File: src/rtl/trng_word_packer.sv
// Packs debiased TRNG bits LSB-first into WORD_W-bit words and queues them in a small FIFO.
// Optional repetition-count health test is compiled in when TRNG_HEALTH_EN is defined.
module trng_word_packer #(
  parameter int unsigned WORD_W     = 8,
  parameter int unsigned FIFO_DEPTH = 4,
  parameter int unsigned RCT_LIMIT  = 32
) (
  input  logic                          clk,
  input  logic                          rst,
  input  logic                          bit_in,
  input  logic                          bit_valid,
  output logic [WORD_W-1:0]             word_out,
  output logic                          word_valid,
  input  logic                          word_ready,
  output logic [$clog2(FIFO_DEPTH):0]   fifo_count,
  output logic                          overflow,
  output logic                          health_fail
);

  localparam int unsigned PTR_W = $clog2(FIFO_DEPTH);
  localparam int unsigned CNT_W = $clog2(WORD_W);
  localparam logic [CNT_W-1:0] LAST_IDX = CNT_W'(WORD_W - 1);
  localparam logic [PTR_W:0]   FULL_CNT = (PTR_W + 1)'(FIFO_DEPTH);

  // Refuse to elaborate with parameters the datapath cannot support.
  if (WORD_W < 2 || FIFO_DEPTH < 2 || (FIFO_DEPTH & (FIFO_DEPTH - 1)) != 0 || RCT_LIMIT < 2)
  begin : g_bad_cfg
    $error("trng_word_packer: unsupported parameter set");
  end

  // Partial word: bits 0..WORD_W-2 collected so far, shifted in from the top.
  logic [WORD_W-2:0] sr_q, sr_d;
  logic [CNT_W-1:0]  cnt_q, cnt_d;
  logic [WORD_W-1:0] sr_shift;

  logic [WORD_W-1:0] mem_q [FIFO_DEPTH];
  logic [PTR_W-1:0]  wr_ptr_q, wr_ptr_d;
  logic [PTR_W-1:0]  rd_ptr_q, rd_ptr_d;
  logic [PTR_W:0]    count_q, count_d;
  logic              ovf_q, ovf_d;

  logic accept;
  logic trip;
  logic push_req;
  logic push;
  logic pop;
  logic full;

`ifdef TRNG_HEALTH_EN
  localparam int unsigned RUN_W = $clog2(RCT_LIMIT + 1);
  localparam logic [RUN_W-1:0] RUN_MAX = RUN_W'(RCT_LIMIT);

  logic [RUN_W-1:0] run_q, run_d;
  logic             last_q, last_d;
  logic             hf_q, hf_d;

  // NOTE: every combinational output gets a default first so no path can infer a latch.
  always_comb begin
    run_d  = run_q;
    last_d = last_q;
    hf_d   = hf_q;
    trip   = 1'b0;
    if (bit_valid && !hf_q) begin
      last_d = bit_in;
      if (run_q == '0 || bit_in != last_q) begin
        run_d = RUN_W'(1);
      end else if (run_q != RUN_MAX) begin
        run_d = run_q + RUN_W'(1);
      end
      if (run_d == RUN_MAX) begin
        trip = 1'b1;
        hf_d = 1'b1;
      end
    end
  end

  // NOTE: sequential state uses non-blocking assignments so all registers update together.
  always_ff @(posedge clk) begin
    if (rst) begin
      run_q  <= '0;
      last_q <= 1'b0;
      hf_q   <= 1'b0;
    end else begin
      run_q  <= run_d;
      last_q <= last_d;
      hf_q   <= hf_d;
    end
  end

  // Once the alarm is raised the source is untrusted: no further bits are packed.
  assign accept      = bit_valid && !hf_q && !trip;
  assign health_fail = hf_q;
`else
  assign trip        = 1'b0;
  assign accept      = bit_valid;
  assign health_fail = 1'b0;
`endif

  assign sr_shift = {bit_in, sr_q} >> 1;

  always_comb begin
    sr_d     = sr_q;
    cnt_d    = cnt_q;
    push_req = 1'b0;
    if (trip) begin
      sr_d  = '0;
      cnt_d = '0;
    end else if (accept) begin
      if (cnt_q == LAST_IDX) begin
        push_req = 1'b1;
        sr_d     = '0;
        cnt_d    = '0;
      end else begin
        sr_d  = sr_shift[WORD_W-2:0];
        cnt_d = cnt_q + CNT_W'(1);
      end
    end
  end

  assign word_valid = (count_q != '0);
  assign word_out   = mem_q[rd_ptr_q];
  assign fifo_count = count_q;
  assign overflow   = ovf_q;

  assign pop  = word_valid && word_ready;
  assign full = (count_q == FULL_CNT);
  // A pop on the same edge frees the slot, so a full FIFO can still take the word.
  assign push = push_req && (!full || pop);

  always_comb begin
    wr_ptr_d = wr_ptr_q;
    rd_ptr_d = rd_ptr_q;
    count_d  = count_q;
    ovf_d    = ovf_q | (push_req && full && !pop);
    if (push) wr_ptr_d = wr_ptr_q + PTR_W'(1);
    if (pop)  rd_ptr_d = rd_ptr_q + PTR_W'(1);
    case ({push, pop})
      2'b10:   count_d = count_q + (PTR_W + 1)'(1);
      2'b01:   count_d = count_q - (PTR_W + 1)'(1);
      default: count_d = count_q;
    endcase
  end

  always_ff @(posedge clk) begin
    if (rst) begin
      sr_q     <= '0;
      cnt_q    <= '0;
      wr_ptr_q <= '0;
      rd_ptr_q <= '0;
      count_q  <= '0;
      ovf_q    <= 1'b0;
    end else begin
      sr_q     <= sr_d;
      cnt_q    <= cnt_d;
      wr_ptr_q <= wr_ptr_d;
      rd_ptr_q <= rd_ptr_d;
      count_q  <= count_d;
      ovf_q    <= ovf_d;
    end
  end

  // NOTE: storage is cleared on reset so word_out reads 0 afterwards; this keeps the
  // array in flops rather than RAM, which is fine at this depth.
  always_ff @(posedge clk) begin
    if (rst) begin
      for (int i = 0; i < FIFO_DEPTH; i++) mem_q[i] <= '0;
    end else if (push) begin
      mem_q[wr_ptr_q] <= {bit_in, sr_q};
    end
  end

endmodule

File: config.mk
export PLATFORM = sky130hd
export DESIGN_NAME = trng_word_packer
export DESIGN_NICKNAME = d
export VERILOG_FILES = /design/src/rtl/trng_word_packer.sv
export SDC_FILE = /design/constraint.sdc
export NUM_CORES = 1
export LEC_CHECK = 0
export ABC_AREA = 1
export BUFFER_PORTS_ARGS = -buffer_cell sky130_fd_sc_hd__clkbuf_2
export CAP_MARGIN = 10
export CORE_ASPECT_RATIO = 2
export CORE_MARGIN = 2
export CORE_UTILIZATION = 38
export CTS_CLUSTER_DIAMETER = 30
export DETAILED_ROUTE_END_ITERATION = 6
export GPL_TIMING_DRIVEN = 0
export REMOVE_ABC_BUFFERS = 1
export SLEW_MARGIN = 20
export SYNTH_ARGS = -nofsm -noshare
export SYNTH_HDL_FRONTEND = slang
export SYNTH_SLANG_ARGS = --single-unit
File: constraint.sdc
create_clock -name clk -period 2.4 [get_ports clk]
set_input_delay 0.24 -clock clk [delete_from_list [all_inputs] [get_ports clk]]
set_output_delay 0.24 -clock clk [all_outputs]
set_load 0.02 [all_outputs]
==> flow_metrics.tcl <==
set metrics [dict create \
    status "finished, violations left" \
    violations "design-rule violations" \
    drc 2 \
    synth_area_per_cell_um2 9.589 \
    start_util 0.3864 \
    first_pass_iters 6 \
    cts_tree "built" \
    powerDensity_mw_per_mm2 921.6 \
    drv_cap 0 \
    synth_seq_area_share 0.5965 \
    hold_viol 0 \
    crit_slowest_cell "dfxtp_1" \
    grt_pass1_vias 1575 \
    crit_top_cell "ha_1" \
    critPathLaunchType "register" \
    die_area_mm2 0.006679 \
    p_leak_uw 0.0009761 \
    hold_buffers 0 \
    period_minus_slack_ps 2129 \
    tightestPinTransition_ps 876.1 \
    setup-tns-final_ps 0 \
    nets 263 \
    wl_um 4396 \
    grtUsageTotal 0.1452 \
    crit_path_end_kind "register" \
    diodes 0 \
    num_vias 1612 \
    cp_cell_sequence "ha_1, ha_1, nand2_4, clkinv_2, nand3_4, inv_2, nand2_2, nand2_1" \
    worstPathBufferInverterCount 2 \
    ios 19 \
    synth_area_mm2 0.002282 \
    final_antenna_net_count 0 \
    seqCellArea_mm2 0.001361 \
    fp.coreArea_mm2 0.005906 \
    grt_pass1_wl_um 7334 \
    rsz0062_at_grt "false" \
    drtIter0Drc 67 \
    slew-limit-headroom 0.4120 \
    cts.clk_slew.worst_paths_ps 70 \
    wl_met2_um 2419 \
    area_delta_synth_final_pct 11.68 \
    drive_gt1_frac 0.1523 \
    dp_hpwl_um 3109 \
    route.met3.wl_um 134 \
    die_h_um 113.6 \
    yosys.cell_types.count 33 \
    via_per_inst 5.053 \
    top_layer_used "met4" \
    dieWidth_um 58.80 \
    clockBufferDepth 2 \
    overflow 0 \
    fmax_ghz 0.4697 \
    slew_violations 0 \
    htreeDepth 2 \
    numCtsBuffers 5 \
    arrival_ps 2070 \
    grt_max_degree 18 \
    finalCritPeriodShare 0.8871 \
    setup_viol 0 \
    gp_congestion 0.7470 \
    cts_sinks 52 \
    rows 40 \
    synthCells 238 \
    skew_ps 6.847 \
    ys_seq_elements 52 \
    root_buffer "clkbuf_16" \
    n_fill_cell 594 \
    met1_length_um 1769 \
    crit_type "reg -> reg" \
    insertion_delay_ps 290 \
    cpPeakStageDelay_ps 360 \
    hold_class "in -> reg" \
    ys_warn_count 0 \
    crit_fanout 16 \
    portBuffers 17 \
    reg2reg_slack_ps 270 \
    antenna_found_initial 0 \
    finalPower_uw 2349 \
    cp_top_family "simple AND/OR/NAND/NOR gates" \
    ir_worst_vdd_v 0.0006032 \
    multiInputGateArea_um2 749.5 \
    cp.required_ps 2340 \
    wl_per_cell_um 13.78 \
]
## cells in the mapped netlist
master / instances / area [um^2]
a211oi_1: 1 / 7.510
a21oi_1: 6 / 30.03
a21oi_4: 1 / 16.27
buf_2: 5 / 25.02
buf_4: 1 / 7.510
buf_6: 2 / 22.52
clkinv_1: 2 / 7.510
clkinv_2: 1 / 5.000
conb_1: 1 / 3.750
dfxtp_1: 20 / 400.4
edfxtp_1: 32 / 960.9
fa_1: 1 / 20.02
ha_1: 2 / 25.02
inv_1: 26 / 97.59
inv_2: 2 / 7.510
inv_4: 1 / 6.260
nand2_1: 16 / 60.06
nand2_2: 2 / 12.51
nand2_4: 1 / 11.26
nand3_1: 3 / 15.01
nand3_2: 1 / 10.01
nand3_4: 1 / 17.52
nand4_1: 1 / 6.260
nor2_1: 58 / 217.7
nor2_2: 1 / 6.260
nor2_4: 1 / 11.26
nor3_1: 7 / 35.03
o21a_1: 1 / 7.510
o21ai_0: 24 / 120.1
o21bai_1: 1 / 7.510
o22ai_1: 14 / 87.58
o31ai_1: 1 / 7.510
or2_1: 1 / 6.260
## timing repair
item | in CTS | in global routing
buffers inserted | 0 | 0
endpoints found under the setup margin | 0 | 8
gates resized for setup | 0 | 1
## cell families (layout without fill, tap and decap cells)
kind of cell	after synthesis	in the layout	share of synthesized area
simple gates	93	93	0.1793
flops	52	52	0.5965
compound gates	49	49	0.1245
buf+inv	40	58	0.07840
fa+ha+maj	3	3	0.01974
other cells	1	1	0.001643
## metal layers
metal	track usage	vias up
li1	-	822
met1	0.1684	756
met2	0.2556	29
met3	0.02721	5
met4	0.05606	0
met5	0	-
## area by class of cell
cell class	instances	area share
sequential	52	0.5341
multi-input combinational	146	0.2941
clock buffer	6	0.05056
inverter	32	0.04860
timing repair buffer	18	0.03633
tap	63	0.03093
clock inverter	2	0.005400
## power by group
| part | internal (uW) | leakage, uW | switching (uW) |
|---|---|---|---|
| sequential | 1010 | 0.000493 | 75.4 |
| combinational | 188 | 0.000412 | 396 |
| clock | 388 | 0.0000712 | 294 |
## sequential cells by signal, summed over array words and instances, names as in the netlist, named ones only
register    count
fifo_count      3
overflow        1
sr_q            7
cnt_q           3
mem_q          32
wr_ptr_q        2
rd_ptr_q        2
## worst paths after layout
kind | from | to | depth (start not counted)
max | cnt_q[0] | mem_q[1][7] | 8
min | bit_in | sr_q[6] | 3
max reg2reg | cnt_q[0] | mem_q[1][7] | 8
min reg2reg | sr_q[6] | sr_q[6] | 2
## through the flow
stage                     utilization  hold WS (ps)  instances  setup WS, ps  cell area (um^2)
after global placement         0.4049         452.4        310        -271.6              2391
after floorplan                     -         309.1        230         411.6              2227
after global routing           0.4316         243.9        319         97.81              2549
after CTS                      0.4311         217.9        319         119.0              2546
after detailed placement       0.4070         460.1        311         147.9              2404
final                          0.4316         223.6        319         270.9              2549
## worst min-delay path: cells and delay by family
kind	cells	cell delay [ps]
AOI/OAI and AO/OA	1	50
buffers and inverters	1	110
and+or+nand+nor	1	70
## cell usage in the layout, fill, tap and decap left out, drive strengths merged
| master | count |
|---|---|
| nand3 | 5 |
| o21bai | 1 |
| clkbuf | 23 |
| o31ai | 1 |
| nand4 | 1 |
| nor3 | 7 |
| nor2 | 60 |
| fa | 1 |
| dfxtp | 20 |
| buf | 1 |
| nand2 | 19 |
| a21oi | 7 |
| or2 | 1 |
| clkinv | 4 |
| conb | 1 |
| o22ai | 14 |
| o21ai | 24 |
| edfxtp | 32 |
| ha | 2 |
| inv | 30 |
| o21a | 1 |
| a211oi | 1 |
No activity file was read; power rests on OpenSTA's default activity.
